===== config.mk =====
export PLATFORM = sky130hd
export DESIGN_NAME = cache_arbiter_flat
export DESIGN_NICKNAME = d
export VERILOG_FILES = /design/src/rtl/cache_arbiter_if.sv /design/src/rtl/cache_arbiter.sv /design/src/flat_wrapper.sv
export SDC_FILE = /design/constraint.sdc
export NUM_CORES = 2
export LEC_CHECK = 0
export ABC_AREA = 0
export ABC_CLOCK_PERIOD_IN_PS = 1700
export CORE_AREA = 4 4 544 546
export DETAILED_ROUTE_END_ITERATION = 6
export DIE_AREA = 0 0 548 550
export SYNTH_ARGS = -nofsm -noshare
export SYNTH_HDL_FRONTEND = slang
export SYNTH_SLANG_ARGS = --single-unit

===== constraint.sdc =====
create_clock -name clk -period 1.7 [get_ports clk]
set_input_delay 0.34 -clock clk [delete_from_list [all_inputs] [get_ports clk]]
set_output_delay 0.34 -clock clk [all_outputs]
set_load 0.02 [all_outputs]

===== src/rtl/cache_arbiter_if.sv =====
`timescale 1ns/1ps
`default_nettype none
// ============================================================================
// cache_arbiter_if : L1 cache / arbiter / cacheline-adaptor handshake bundle
// Revision 1.0
// ============================================================================
interface cache_arbiter_if #(
  parameter int LINE_W = 256
);
  logic              i_mem_read;
  logic [31:0]       i_mem_address;
  logic [LINE_W-1:0] i_mem_rdata;
  logic              i_mem_resp;

  logic              d_mem_read;
  logic              d_mem_write;
  logic [31:0]       d_mem_address;
  logic [LINE_W-1:0] d_mem_wdata;
  logic [LINE_W-1:0] d_mem_rdata;
  logic              d_mem_resp;

  logic              pmem_read;
  logic              pmem_write;
  logic [31:0]       pmem_address;
  logic [LINE_W-1:0] pmem_wdata;
  logic [LINE_W-1:0] pmem_rdata;
  logic              pmem_resp;

  logic              arb_sel;

  // Arbiter view: takes cache requests and adaptor responses
  modport slave (
    input  i_mem_read, i_mem_address,
    input  d_mem_read, d_mem_write, d_mem_address, d_mem_wdata,
    input  pmem_rdata, pmem_resp,
    output i_mem_rdata, i_mem_resp, d_mem_rdata, d_mem_resp,
    output pmem_read, pmem_write, pmem_address, pmem_wdata, arb_sel
  );

  // Environment view: caches plus adaptor
  modport master (
    output i_mem_read, i_mem_address,
    output d_mem_read, d_mem_write, d_mem_address, d_mem_wdata,
    output pmem_rdata, pmem_resp,
    input  i_mem_rdata, i_mem_resp, d_mem_rdata, d_mem_resp,
    input  pmem_read, pmem_write, pmem_address, pmem_wdata, arb_sel
  );
endinterface
`default_nettype wire


===== src/rtl/cache_arbiter.sv =====
`timescale 1ns/1ps
`default_nettype none
// ============================================================================
// cache_arbiter : I/D cache arbiter onto a single cacheline-adaptor port
// Revision 1.0
// ============================================================================
module cache_arbiter #(
  parameter int LINE_W     = 256,
  parameter int STARVE_MAX = 4
) (
  input  logic           clk,
  input  logic           rst,
  cache_arbiter_if.slave bus
);
  localparam int               CNT_W      = $clog2(STARVE_MAX + 1);
  localparam logic [CNT_W-1:0] STARVE_LIM = CNT_W'(STARVE_MAX);

  typedef enum logic [1:0] {
    IDLE    = 2'd0,
    SERVE_I = 2'd1,
    SERVE_D = 2'd2,
    RELEASE = 2'd3
  } state_t;

  state_t            state;
  logic [CNT_W-1:0]  starve_cnt;
  logic              pmem_read_q;
  logic              pmem_write_q;
  logic              sel_q;
  logic [31:0]       addr_q;
  logic [LINE_W-1:0] wdata_q;
  logic [LINE_W-1:0] i_line;
  logic [LINE_W-1:0] d_line;

  logic d_req;
  logic grant_d;
  logic grant_i;
  logic i_resp;
  logic d_resp;

  // Data wins ties unless the instruction side has waited STARVE_MAX grants
  always_comb begin
    d_req   = bus.d_mem_read | bus.d_mem_write;
    grant_d = d_req & ~(bus.i_mem_read & (starve_cnt == STARVE_LIM));
    grant_i = bus.i_mem_read & ~grant_d;
    i_resp  = (state == SERVE_I) & bus.pmem_resp;
    d_resp  = (state == SERVE_D) & bus.pmem_resp;
  end

  always_ff @(posedge clk) begin
    if (rst) begin
      state        <= IDLE;
      starve_cnt   <= '0;
      pmem_read_q  <= 1'b0;
      pmem_write_q <= 1'b0;
      sel_q        <= 1'b0;
      addr_q       <= '0;
      wdata_q      <= '0;
      i_line       <= '0;
      d_line       <= '0;
    end else begin
      case (state)
        IDLE: begin
          if (grant_d) begin
            state        <= SERVE_D;
            sel_q        <= 1'b1;
            addr_q       <= bus.d_mem_address;
            // A simultaneous read+write is treated as a writeback
            pmem_write_q <= bus.d_mem_write;
            pmem_read_q  <= ~bus.d_mem_write;
            if (bus.d_mem_write) begin
              wdata_q <= bus.d_mem_wdata;
            end
            if (!bus.i_mem_read) begin
              starve_cnt <= '0;
            end else if (starve_cnt != STARVE_LIM) begin
              starve_cnt <= starve_cnt + 1'b1;
            end
          end else if (grant_i) begin
            state        <= SERVE_I;
            sel_q        <= 1'b0;
            addr_q       <= bus.i_mem_address;
            pmem_read_q  <= 1'b1;
            pmem_write_q <= 1'b0;
            starve_cnt   <= '0;
          end
        end
        SERVE_I: begin
          if (bus.pmem_resp) begin
            state        <= RELEASE;
            pmem_read_q  <= 1'b0;
            pmem_write_q <= 1'b0;
            i_line       <= bus.pmem_rdata;
          end
        end
        SERVE_D: begin
          if (bus.pmem_resp) begin
            state        <= RELEASE;
            pmem_read_q  <= 1'b0;
            pmem_write_q <= 1'b0;
            d_line       <= bus.pmem_rdata;
          end
        end
        RELEASE: state <= IDLE;
        default: state <= IDLE;
      endcase
    end
  end

  assign bus.pmem_read    = pmem_read_q;
  assign bus.pmem_write   = pmem_write_q;
  assign bus.pmem_address = addr_q;
  assign bus.pmem_wdata   = wdata_q;
  assign bus.arb_sel      = sel_q;
  assign bus.i_mem_resp   = i_resp;
  assign bus.d_mem_resp   = d_resp;
  // Forward the line in the response cycle, then hold the registered copy
  assign bus.i_mem_rdata  = i_resp ? bus.pmem_rdata : i_line;
  assign bus.d_mem_rdata  = d_resp ? bus.pmem_rdata : d_line;
endmodule
`default_nettype wire

===== src/flat_wrapper.sv =====
// flat-port wrapper written by rule: the top's interface ports become plain ports
module cache_arbiter_flat 
#(
  parameter int LINE_W     = 256,
  parameter int STARVE_MAX = 4
)
  (clk, rst, bus_i_mem_read, bus_i_mem_address, bus_d_mem_read, bus_d_mem_write, bus_d_mem_address, bus_d_mem_wdata, bus_pmem_rdata, bus_pmem_resp, bus_i_mem_rdata, bus_i_mem_resp, bus_d_mem_rdata, bus_d_mem_resp, bus_pmem_read, bus_pmem_write, bus_pmem_address, bus_pmem_wdata, bus_arb_sel);
  cache_arbiter_if #(.LINE_W(LINE_W)) bus_i ();
  input  logic clk;
  input  logic rst;
  input wire logic [$bits(bus_i.i_mem_read)-1:0] bus_i_mem_read;
  input wire logic [$bits(bus_i.i_mem_address)-1:0] bus_i_mem_address;
  input wire logic [$bits(bus_i.d_mem_read)-1:0] bus_d_mem_read;
  input wire logic [$bits(bus_i.d_mem_write)-1:0] bus_d_mem_write;
  input wire logic [$bits(bus_i.d_mem_address)-1:0] bus_d_mem_address;
  input wire logic [$bits(bus_i.d_mem_wdata)-1:0] bus_d_mem_wdata;
  input wire logic [$bits(bus_i.pmem_rdata)-1:0] bus_pmem_rdata;
  input wire logic [$bits(bus_i.pmem_resp)-1:0] bus_pmem_resp;
  output wire logic [$bits(bus_i.i_mem_rdata)-1:0] bus_i_mem_rdata;
  output wire logic [$bits(bus_i.i_mem_resp)-1:0] bus_i_mem_resp;
  output wire logic [$bits(bus_i.d_mem_rdata)-1:0] bus_d_mem_rdata;
  output wire logic [$bits(bus_i.d_mem_resp)-1:0] bus_d_mem_resp;
  output wire logic [$bits(bus_i.pmem_read)-1:0] bus_pmem_read;
  output wire logic [$bits(bus_i.pmem_write)-1:0] bus_pmem_write;
  output wire logic [$bits(bus_i.pmem_address)-1:0] bus_pmem_address;
  output wire logic [$bits(bus_i.pmem_wdata)-1:0] bus_pmem_wdata;
  output wire logic [$bits(bus_i.arb_sel)-1:0] bus_arb_sel;
  assign bus_i.i_mem_read = bus_i_mem_read;
  assign bus_i.i_mem_address = bus_i_mem_address;
  assign bus_i.d_mem_read = bus_d_mem_read;
  assign bus_i.d_mem_write = bus_d_mem_write;
  assign bus_i.d_mem_address = bus_d_mem_address;
  assign bus_i.d_mem_wdata = bus_d_mem_wdata;
  assign bus_i.pmem_rdata = bus_pmem_rdata;
  assign bus_i.pmem_resp = bus_pmem_resp;
  assign bus_i_mem_rdata = bus_i.i_mem_rdata;
  assign bus_i_mem_resp = bus_i.i_mem_resp;
  assign bus_d_mem_rdata = bus_i.d_mem_rdata;
  assign bus_d_mem_resp = bus_i.d_mem_resp;
  assign bus_pmem_read = bus_i.pmem_read;
  assign bus_pmem_write = bus_i.pmem_write;
  assign bus_pmem_address = bus_i.pmem_address;
  assign bus_pmem_wdata = bus_i.pmem_wdata;
  assign bus_arb_sel = bus_i.arb_sel;
  cache_arbiter #(.LINE_W(LINE_W), .STARVE_MAX(STARVE_MAX)) u_core (.clk(clk), .rst(rst), .bus(bus_i));
endmodule

# After elaboration in Yosys (flattened, before gate mapping)
# Cells that the tools add are included.
# Widths: inputs -> output; s select.
[word_totals]
memories = 0
elab_cells = 58
rom_bits = 0
ramBits = 0
regBits = 808
output_inout_bits = 805
latch_bits = 0
[classes]
eq_ne = 8
bitwise_logic = 9
addsub = 1
magnitude_cmp = 0
n_shift = 0
n_reduce_logical = 11
multipliers = 0
mux = 20
div = 0
[op_table]
columns = ["cell", "count"]
rows = [
  ["$mux 256", 2],
  ["$mux 32", 2],
  ["$mux 3", 4],
  ["$reduce_and 3->1", 3],
  ["$reduce_and 2->1", 4],
  ["$mux 1", 6],
  ["$mux 2", 3],
  ["$ne 3x3->1 const B", 2],
  ["$pmux 2 s3", 1],
  ["$and 1x1->1", 5],
  ["$eq 2x2->1 const B", 2],
  ["$pmux 1 s2", 2],
  ["$reduce_bool 2->1", 2],
  ["$add 3x1->3 const B", 1],
  ["$eq 3x3->1 const B", 1],
  ["$ne 3x1->1 const B", 1],
  ["$not 1->1", 3],
  ["$eq 2x1->1 const B", 1],
  ["$logic_not 2->1", 1],
  ["$ne 2x1->1 const B", 1],
  ["$reduce_or 2->1", 1],
  ["$or 1x1->1", 1],
]

# Depth between registers and ports, before layout
[logic_depth]
depth_word = 9
ltp_mapped = 9

# Least setup slack after synthesis
# Ideal clock, no wire load.
[synth_timing]
kind = "reg2out"
from = "register u_core.state[0]"
to = "output port bus_d_mem_rdata[120]"
stages_incl_launch_ff = 8
setup_slack_ps = -186
required_ps = 1360
t_arrival_ps = 1546
path_cell_list = "dfxtp_1 inv_1 ha_1 nand2_1 clkbuf_1 buf_1 nand2_1 nand2_1"
[synth_between]
elab_chain_cells = 3
[synth_rtl]
columns = ["element", "line", "text"]
rows = [
  ["start, declared", "cache_arbiter.sv:25", "state_t state;"],
  ["start signal, assigned", "cache_arbiter.sv:52", "state <= IDLE;"],
  ["start signal, assigned", "cache_arbiter.sv:65", "state <= SERVE_D;"],
  ["start signal, assigned", "cache_arbiter.sv:80", "state <= SERVE_I;"],
  ["$eq 2x2->1", "cache_arbiter.sv:47", "d_resp = (state == SERVE_D) & bus.pmem_resp;"],
  ["$and 1x1->1", "cache_arbiter.sv:47", ""],
  ["$mux 256", "cache_arbiter.sv:119", "assign bus.d_mem_rdata = d_resp ? bus.pmem_rdata : d_line;"],
  ["end, declared", "flat_wrapper.sv:21", "output wire logic [$bits(bus_i.d_mem_rdata)-1:0] bus_d_mem_rdata;"],
]
# No other way between the ends.

# Final worst setup path
[layout_timing]
from = "register u_core.state[0]"
to = "output port bus_d_mem_rdata[49]"
# The elaborated chain is that of the path after synthesis.

==> results.json <==
{
  "clock_skew_ns": 0.0426,
  "outcome": "finished with violations",
  "hp-class": "in2reg",
  "grt_max_degree": 61,
  "worst_pin_slew_ns": 0.458,
  "post-route-period-util_pct": 170,
  "power_density_nw_per_um2": 1450,
  "drt_wl_total_um": 225000,
  "final_area_um2": 56800,
  "drt_iter0_drc": 2451,
  "top_layer_used": "met5",
  "yosysTopAreaCell": "dfxtp_1",
  "nets": 6353,
  "fillers": 32500,
  "grt_first_pass_wirelength_um": 287000,
  "critPathLaunchType": "flop",
  "setup_viol": 1026,
  "synth_nets": 4670,
  "overflow": 0,
  "initial_core_util_pct": 10.3,
  "worstSetupEndpointType": "output pin",
  "synthAdderAreaFrac_pct": 0.293,
  "dpl_cell_area_um2": 53200,
  "cts_made_buffers": 103,
  "synthesis.area_um2": 29900,
  "power_frac_seq_pct": 28.2,
  "num_vias": 34900,
  "cts_tree": "built",
  "critical_path_class": "reg2out",
  "syn_area_per_cell_um2": 7.33,
  "ant_nets": 0,
  "synthFlopType": "dfxtp_1",
  "met1_length_um": 79800,
  "dr.pass1.iters": 6,
  "rsz0062_at_grt": "yes",
  "clockRootBuffer": "clkbuf_16",
  "max-vdd-ir-drop_mv": 0.805,
  "ys_seq_area_share_pct": 54.1,
  "p_sw_share_pct": 39.4,
  "synthArstFlopShare_pct": 0,
  "netSwitchingPower_mw": 32.4,
  "layout-drive-gt1-share_pct": 26.5,
  "max_stage_delay_ns": 0.34,
  "fin_crit_ns": 2.89,
  "internal-power_mw": 50.0,
  "relSlewSlack_pct": 69.4,
  "clkLatencyLatePin_ns": 0.78,
  "cts_buffer_depth": 4,
  "route.met2.wl_um": 107000,
  "crit_path_max_fanout": 16,
  "ys_types": 32,
  "path_common_cell": "buf_12",
  "synth_common_cells": "2,121 x nand2_1, 808 x dfxtp_1, 773 x a21oi_1",
  "via_per_inst": 3.56,
  "synth_compound_area_share_pct": 14.1,
  "area_delta_synth_final_pct": 89.9,
  "hold_viol_final": 0,
  "p_clk_share_pct": 27.3,
  "die_x_um": 548,
  "hpwl_um": 190000,
  "grt_pass1_vias": 32100,
  "antenna_found_initial": 157,
  "drv_cap": 0,
  "synth_top_family_by_area": "simple AND/OR/NAND/NOR gates",
  "totalPowerFinal_mw": 82.4,
  "fmax_mhz": 346,
  "wl_per_cell_um": 22.9,
  "ys_ff_latch": 808,
  "gp_congestion": 0.917,
  "synth_top_cell_area_share_pct": 54.1,
  "drcViolationCount": 0,
  "synth_most_common_cell": "nand2_1",
  "yosys.area_share.xor_xnor_pct": 0,
  "synthTopCellsByArea": "dfxtp_1 54%, nand2_1 27%, a21oi_1 13%",
  "finalMaxSlewViolations": 0,
  "leakagePower_nw": 24.8,
  "grt_usage_pct": 14.0,
  "core-area_um2": 291000,
  "synthCells": 4081,
  "reg2reg_depth": 7,
  "critical_path.slowest_cell": "dfxtp_2",
  "synth-simple-area-share_pct": 27.5,
  "cts_max_level": 3,
  "cp_cell_sequence": "inv_1 -> ha_2 -> nand2_4 -> clkinv_8 -> buf_16 -> buf_12 -> buf_4 -> nand2_1 -> nand2_2 -> buf_12",
  "critPathArrivalTime_ns": 2.55,
  "hold_path_depth": 3,
  "setup_slack_ns": -1.19,
  "dieArea_um2": 301000,
  "die_h_um": 550,
  "synthMuxAreaShare_pct": 0,
  "rows": 198,
  "clock_sinks": 808,
  "portBuffers": 1386,
  "violations": "negative setup slack",
  "required_ns": 1.36,
  "io_pins": 1387,
  "p_comb_share_pct": 44.5,
  "route.met3.wl_um": 26100,
  "cts.clk_slew.worst_paths_ns": 0.06,
  "synth_warnings": 0,
  "synth_edf_count": 0
}
[layout by cell type (no fill, tap or decap), types with 24 or more instances in the layout]
| cell | netlist | routed |
|---|---|---|
| clkdlybuf4s50_1 | 0 | 802 |
| clkbuf_2 | 0 | 154 |
| clkbuf_8 | 0 | 24 |
| clkdlybuf4s15_2 | 0 | 38 |
| diode_2 | 0 | 61 |
| a311oi_1 | 32 | 32 |
| nand2_1 | 2121 | 1651 |
| dlymetal6s2s_1 | 1 | 95 |
| nor2_1 | 39 | 39 |
| dfxtp_1 | 808 | 806 |
| clkbuf_16 | 0 | 109 |
| buf_12 | 0 | 150 |
| nand2_2 | 0 | 467 |
| a21oi_1 | 773 | 773 |
| buf_4 | 6 | 512 |
[repair_timing]
action                     4_1_cts  5_1_grt
gates cloned                     2        4
setup endpoints to repair     1217     1334
setup buffers                    8       15
hold endpoints to repair        64        0
pin swaps                        1        0
hold buffers                    23        0
gates resized for setup        362      643
[kinds of logic after synthesis]
kind of cell	count (synthesis)
AO/OA/AOI/OAI	814
adder cells (fa/ha/maj)	7
buffers and inverters	279
flip-flops	808
AND/OR/NAND/NOR	2173
[metrics by stage]
| step | hold WS [ns] | worst slack [ns] | instances | TNS (ns) | util [%] |
|---|---|---|---|---|---|
| 3_5_place_dp | 0.445 | -1.07 | 9507 | -688.10 | 18.3 |
| 5_1_grt | 0.0340 | -1.36 | 9784 | -804.50 | 19.5 |
| 2_1_floorplan | 0.444 | -0.0413 | 4081 | -6.96 | - |
| 6_report | 0.0894 | -1.19 | 9804 | -644.78 | 19.5 |
| 3_3_place_gp | 0.440 | -1.06 | 9507 | -681.22 | 18.3 |
| 4_1_cts | 0.000171 | -1.61 | 9724 | -887.60 | 19.6 |
[critical path, delay by kind of cell, from the launching register on]
family	cells	cell delay (ns)
buffers and inverters	6	0.81
and+or+nand+nor	3	0.36
DFF	1	0.34
adders and majority gates	1	0.21
[state kept, by name, summed over array words and instances, names as in the netlist]
signal / cells
u_core.bus.arb_sel: 1
u_core.bus.pmem_address: 32
u_core.bus.pmem_read: 1
u_core.bus.pmem_wdata: 256
u_core.bus.pmem_write: 1
u_core.d_line: 256
u_core.i_line: 256
u_core.starve_cnt: 3
u_core.state: 2
[power groups by stage]
stage               registers [mW]  clock network [mW]  logic, mW
floorplan                     25.1                   0       14.8
global placement              23.5                   0       37.6
detailed placement            23.6                   0       37.7
CTS                           23.2                23.3       37.6
global route                  23.5                23.9       38.9
finish                        23.2                22.5       36.7
[final timing paths]
kind	startpoint	endpoint	slack [ns]
min reg2reg	u_core.bus.pmem_wdata[124]	u_core.bus.pmem_wdata[124]	0.45
max reg2reg	u_core.starve_cnt[0]	u_core.bus.pmem_wdata[7]	-0.20
min	bus_d_mem_wdata[99]	u_core.bus.pmem_wdata[99]	0.09
max	u_core.state[0]	bus_d_mem_rdata[49]	-1.19
[metal layers]
metal,up-vias,global-route usage (%)
met1,16300,14.6
met5,-,0
met3,496,6.68
met4,122,6.43
li1,16500,-
met2,1460,23.7
[cell type report]
class / instances / area (um^2) / share of cell area, %
timing repair buffer: 1851 / 18400 / 32.4
sequential: 808 / 16200 / 28.5
multi-input combinational: 2994 / 13700 / 24.2
tap: 3900 / 4880 / 8.59
clock buffer: 150 / 3040 / 5.35
clock inverter: 34 / 384 / 0.676
antenna: 61 / 153 / 0.269
inverter: 6 / 42.5 / 0.0749
(Power assumes the default switching activity.)
